===== src/rtl/elevator_ctrl.sv =====
// Four-floor elevator controller: latches floor calls, travels toward them on
// synchronized slow-clock ticks and holds the door open for DOOR_TICKS ticks.
//
// state     | meaning
// ----------+-----------------------------------------------
// IDLE      | parked, choosing to open, travel or wait
// MOVE_UP   | travelling up, one floor per tick
// MOVE_DOWN | travelling down, one floor per tick
// DOOR_OPEN | door open at current floor, counting ticks
module elevator_ctrl #(
  parameter int DOOR_TICKS = 3
) (
  input  logic       clk,
  input  logic       rst,
  input  logic       clk_div_1,
  input  logic [3:0] call_req,
  output logic [1:0] floor,
  output logic       door_open,
  output logic       moving,
  output logic       dir_up,
  output logic [3:0] pending
);

  typedef enum logic [1:0] {IDLE, MOVE_UP, MOVE_DOWN, DOOR_OPEN} state_t;

  localparam logic [3:0] LAST_TICK = 4'(DOOR_TICKS - 1);

  state_t     state, state_n;
  logic [1:0] floor_n, floor_up, floor_dn;
  logic       dir_n;
  logic [3:0] door_cnt, door_cnt_n;
  logic [3:0] clr, oh_floor, mask_above, mask_below, mask_above_up, mask_below_dn;
  logic       sync1, sync2, sync3, tick;
  logic       vld1, vld2, armed;

  // armed blocks a tick until the synchronized input has really been seen low,
  // so a divider already high when reset releases does not fake a rising edge
  always_ff @(posedge clk) begin
    if (!rst) begin
      sync1     <= 1'b0;
      sync2     <= 1'b0;
      sync3     <= 1'b0;
      vld1      <= 1'b0;
      vld2      <= 1'b0;
      armed     <= 1'b0;
      tick      <= 1'b0;
      state     <= IDLE;
      floor     <= 2'd0;
      dir_up    <= 1'b1;
      door_cnt  <= 4'd0;
      pending   <= 4'd0;
      door_open <= 1'b0;
      moving    <= 1'b0;
    end else begin
      sync1     <= clk_div_1;
      sync2     <= sync1;
      sync3     <= sync2;
      vld1      <= 1'b1;
      vld2      <= vld1;
      armed     <= armed | (vld2 & ~sync2);
      tick      <= sync2 & ~sync3 & armed;
      state     <= state_n;
      floor     <= floor_n;
      dir_up    <= dir_n;
      door_cnt  <= door_cnt_n;
      pending   <= (pending | call_req) & ~clr;
      door_open <= (state_n == DOOR_OPEN);
      moving    <= (state_n == MOVE_UP) || (state_n == MOVE_DOWN);
    end
  end

  always_comb begin
    state_n       = state;
    floor_n       = floor;
    dir_n         = dir_up;
    door_cnt_n    = 4'd0;
    clr           = 4'd0;
    floor_up      = floor + 2'd1;
    floor_dn      = floor - 2'd1;
    oh_floor      = 4'b0001 << floor;
    mask_above    = 4'b1110 << floor;
    mask_below    = oh_floor - 4'd1;
    mask_above_up = 4'b1110 << floor_up;
    mask_below_dn = (4'b0001 << floor_dn) - 4'd1;
    case (state)
      IDLE: begin
        if (pending[floor]) begin
          state_n = DOOR_OPEN;
        end else if (dir_up) begin
          if (|(pending & mask_above)) begin
            state_n = MOVE_UP;
          end else if (|(pending & mask_below)) begin
            state_n = MOVE_DOWN;
            dir_n   = 1'b0;
          end
        end else begin
          if (|(pending & mask_below)) begin
            state_n = MOVE_DOWN;
          end else if (|(pending & mask_above)) begin
            state_n = MOVE_UP;
            dir_n   = 1'b1;
          end
        end
      end
      MOVE_UP: begin
        if (floor == 2'd3) begin
          state_n = IDLE;
        end else if (tick) begin
          floor_n = floor_up;
          if (pending[floor_up])              state_n = DOOR_OPEN;
          else if (|(pending & mask_above_up)) state_n = MOVE_UP;
          else                                 state_n = IDLE;
        end
      end
      MOVE_DOWN: begin
        if (floor == 2'd0) begin
          state_n = IDLE;
        end else if (tick) begin
          floor_n = floor_dn;
          if (pending[floor_dn])              state_n = DOOR_OPEN;
          else if (|(pending & mask_below_dn)) state_n = MOVE_DOWN;
          else                                 state_n = IDLE;
        end
      end
      DOOR_OPEN: begin
        clr        = oh_floor;
        door_cnt_n = door_cnt;
        if (tick) begin
          if (door_cnt == LAST_TICK) begin
            state_n    = IDLE;
            door_cnt_n = 4'd0;
          end else begin
            door_cnt_n = door_cnt + 4'd1;
          end
        end
      end
      default: state_n = IDLE;
    endcase
  end

endmodule


===== config.mk =====
export PLATFORM = sky130hd
export DESIGN_NAME = elevator_ctrl
export DESIGN_NICKNAME = d
export VERILOG_FILES = /design/src/rtl/elevator_ctrl.sv
export SDC_FILE = /design/constraint.sdc
export NUM_CORES = 1
export LEC_CHECK = 0
export ABC_AREA = 1
export CAP_MARGIN = 40
export CORE_UTILIZATION = 40
export DETAILED_ROUTE_END_ITERATION = 8
export HOLD_SLACK_MARGIN = 0.1
export PLACE_DENSITY_LB_ADDON = 0.2
export REMOVE_ABC_BUFFERS = 1
export SLEW_MARGIN = 20
export SYNTH_ARGS = -nofsm -noshare
export SYNTH_HDL_FRONTEND = slang
export SYNTH_SLANG_ARGS = --single-unit

===== constraint.sdc =====
create_clock -name clk -period 2.1 [get_ports clk]
set_input_delay 0.42 -clock clk [delete_from_list [all_inputs] [get_ports clk]]
set_output_delay 0.42 -clock clk [all_outputs]
set_load 0.01 [all_outputs]

==> flow_summary_export.csv <==
group,metric,value,unit
routing,vias,1146,
sta,hold_ws,0.407,ns
placement,portBuffers,15,
clock_tree,cts_setup_buffers,0,
sta,period_share,91.9,%
floorplanning,die_h,57.7,um
final_layout,stdcell_area,0.00150,mm^2
critical_path,cp.required,2.33,ns
worst_hold_path,min-delay-start,"sync3$_SDFF_PN0_",
grt,grt_start_max_net_pins,18,
floorplanning,rows,19,
critical_path,rr_worst_depth,13,
synthesis,synth_cell_types,26,
critical_path,path_common_cell,"nand2_1",
final_layout,nets,217,
synthesis,synth-warning-count,0,
run_status,failed_checks,"design-rule violations",
critical_path,worstReg2RegEnd,"moving$_SDFF_PN0_",
pwr,ir_drop,448,uV
critical_path,worstPathCellList,"inv_2, ha_1, inv_1, nand3_1, nand2_1, nand2_1, a21oi_1, nand2_1, nand2_2, inv_1, ha_1, nand2_1, inv_1",
routing,viasPerCell,4.92,
clock_tree,clk_path_buf_depth,2,
clock_tree,clk_latency,0.31,ns
synthesis,synth_area_leaders,"dfxtp_1, nand2_1, inv_1",
routing,first_pass_iters,6,
floorplanning,die-area,0.00332,mm^2
grt,antenna_found_initial,0,
worst_hold_path,hold_class,"reg2reg",
placement,dp_hpwl,2.08,mm
clock_tree,htree_levels,1,
synthesis,yosysTopAreaCell,"dfxtp_1",
final_layout,area_growth,21.3,%
grt,grt_pass1_wl,4.82,mm
final_layout,drive_gt1_share,13.9,%
clock_tree,cts_hold_buf,0,
final_layout,final_common_cell,"nand2_1",
floorplanning,initial_core_util,43.4,%
critical_path,cp_max_fo,8,
floorplanning,fp.dieW,57.7,um
clock_tree,clock_sinks,22,
pwr,p_per_area,821,mW/mm^2
grt,track_usage,18.8,%
routing,drt_iter0_markers,51,
sta,slew_headroom,75.5,%
routing,route.antenna.remaining_nets,0,
clock_tree,cts_made_buffers,3,
sta,timing.final.crit_period,1.93,ns
sta,maxSlewViolCount,0,
sta,skew,0.00912,ns
placement,dp_slack,0.205,ns
placement,dpl_cell_area,0.00145,mm^2
sta,setup_violations,0,
sta,hold_viol,0,
sta,rsz0062_at_grt,"no",
routing,wirelength,2.79,mm
synthesis,syn_area,0.00124,mm^2
sta,worstMarginPinSlew,0.366,ns
worst_hold_path,hold_path_depth,1,
clock_tree,path_clk_slew,0.14,ns
routing,drc_errors,2,
clock_tree,cts_root_buf,"clkbuf_4",
sta,fin_ws,0.170,ns
critical_path,path_class,"reg2reg",
critical_path,cp-end-kind,"flip-flop",
placement,gp_congestion,0.872,
critical_path,cp.arrival,2.15,ns
sta,tns,0,ns
grt,overflow,0,
sta,fmax,518,MHz
run_status,outcome,"complete, but fails checks",
synthesis,synth_seq_cells,22,
clock_tree,cts_tree,"built",
synthesis,synthCells,181,
synthesis,synth_top_area_share,35.6,%
critical_path,r2r_start,"floor[0]$_SDFFE_PN0P_",
final_layout,fill_cells,299,
run,maxCapViolations,0,
floorplanning,core-area,0.00285,mm^2
critical_path,cp-start-kind,"flip-flop",
worst_hold_path,min_delay_worst_endpoint,"tick$_SDFF_PN0_",
routing,avgRoutedWirePerCell,12.0,um
critical_path,slowest_delay,0.37,ns
final_layout,antennaDiodeCount,0,
pwr,power.leakage,0.700,nW
synthesis,seq_area_frac_synth,35.6,%
floorplanning,io_pins,16,
critical_path,rrSetupSlack,0.17,ns
critical_path,worst_path_max_delay_cell,"dfxtp_1",
synthesis,avgSynthCellArea,6.84,um^2
final_layout,layout_common_cells,"nand2_1, inv_1, dfxtp_1",
grt,first_global_vias,1078,
power breakdown:
part | switching, mW | internal [mW] | total (mW) | leakage (nW)
Combinational | 0.237 | 0.165 | 0.402 | 0.491
Sequential | 0.0358 | 0.464 | 0.500 | 0.181
Clock | 0.139 | 0.193 | 0.332 | 0.0279
flip-flops by register name (all words and copies together), names as in the netlist:
name       flops
door_cnt       4
pending        4
floor          2
state          2
armed          1
dir_up         1
door_open      1
moving         1
sync1          1
sync2          1
sync3          1
tick           1
vld1           1
vld2           1
Yosys cell counts:
cell,count
nand2_1,51
inv_1,26
dfxtp_1,22
a21oi_1,12
nor2_1,12
nand3_1,10
ha_1,7
inv_2,6
o21ai_0,6
nor2_2,5
nand2_2,3
o21ai_1,3
nand3_2,2
nand3b_1,2
nor2_4,2
nor3_1,2
a211oi_1,1
a21oi_4,1
buf_4,1
clkbuf_1,1
nor3b_1,1
o21a_1,1
o21bai_1,1
o22ai_1,1
xnor2_1,1
xor2_1,1
kinds of logic (layout without fill, tap and decap cells):
family | Yosys count | in the layout | synth area share [%]
AOI/OAI and AO/OA | 26 | 26 | 12.1
xor gates and xnor gates | 2 | 2 | 1.41
adders and majority gates | 7 | 7 | 7.07
buffers and inverters | 34 | 55 | 10.6
DFF | 22 | 22 | 35.6
and+or+nand+nor | 90 | 90 | 33.2
per-layer routing:
metal / vias to the layer above / GRT usage [%] / wire [um]
met1: 525 / 24.9 / 1300
met4: 0 / 7.14 / 36
li1: 601 / - / -
met2: 16 / 31.7 / 1360
met5: - / 0 / 0
met3: 4 / 2.01 / 88
how the worst max path moves through the flow:
stage                                from                 to  slack, ns  cells after the start
floorplan           floor[0]$_SDFFE_PN0P_  moving$_SDFF_PN0_       0.03                     13
global placement    floor[0]$_SDFFE_PN0P_  moving$_SDFF_PN0_       0.25                     13
detailed placement  floor[0]$_SDFFE_PN0P_  moving$_SDFF_PN0_       0.21                     14
CTS                 floor[0]$_SDFFE_PN0P_  moving$_SDFF_PN0_       0.17                     14
global route        floor[0]$_SDFFE_PN0P_  moving$_SDFF_PN0_       0.03                     14
finish              floor[0]$_SDFFE_PN0P_  moving$_SDFF_PN0_       0.17                     13
cell type report:
type | instances | area [um^2] | share of cell area [%]
Clock buffer | 3 | 22.5 | 1.50
Multi-Input combinational cell | 125 | 671 | 44.6
Timing Repair Buffer | 19 | 180 | 12.0
Inverter | 32 | 120 | 7.99
Sequential cell | 22 | 440 | 29.3
Tap cell | 31 | 38.8 | 2.58
Clock inverter | 1 | 30.0 | 2.00
what timing repair did:
item	in CTS	in global routing
hold endpoints to repair	0	0
endpoints found under the setup margin	0	1
gates resized for setup	0	1
stage by stage:
step / power, mW / util, % / instances
floorplan: 0.792 / - / 179
global placement: 0.903 / 50.7 / 229
detailed placement: 0.912 / 50.7 / 229
CTS: 1.24 / 52.5 / 233
global route: 1.32 / 52.7 / 233
finish: 1.23 / 52.7 / 233
critical path: cells and delay by family, from the launching register on:
kind / cells / cell delay (ns)
AO/OA/AOI/OAI: 1 / 0.13
adder cells (fa/ha/maj): 2 / 0.61
buffers and inverters: 4 / 0.29
flip-flops: 1 / 0.37
AND/OR/NAND/NOR: 6 / 0.43
Power figures use the tool's default switching activity.
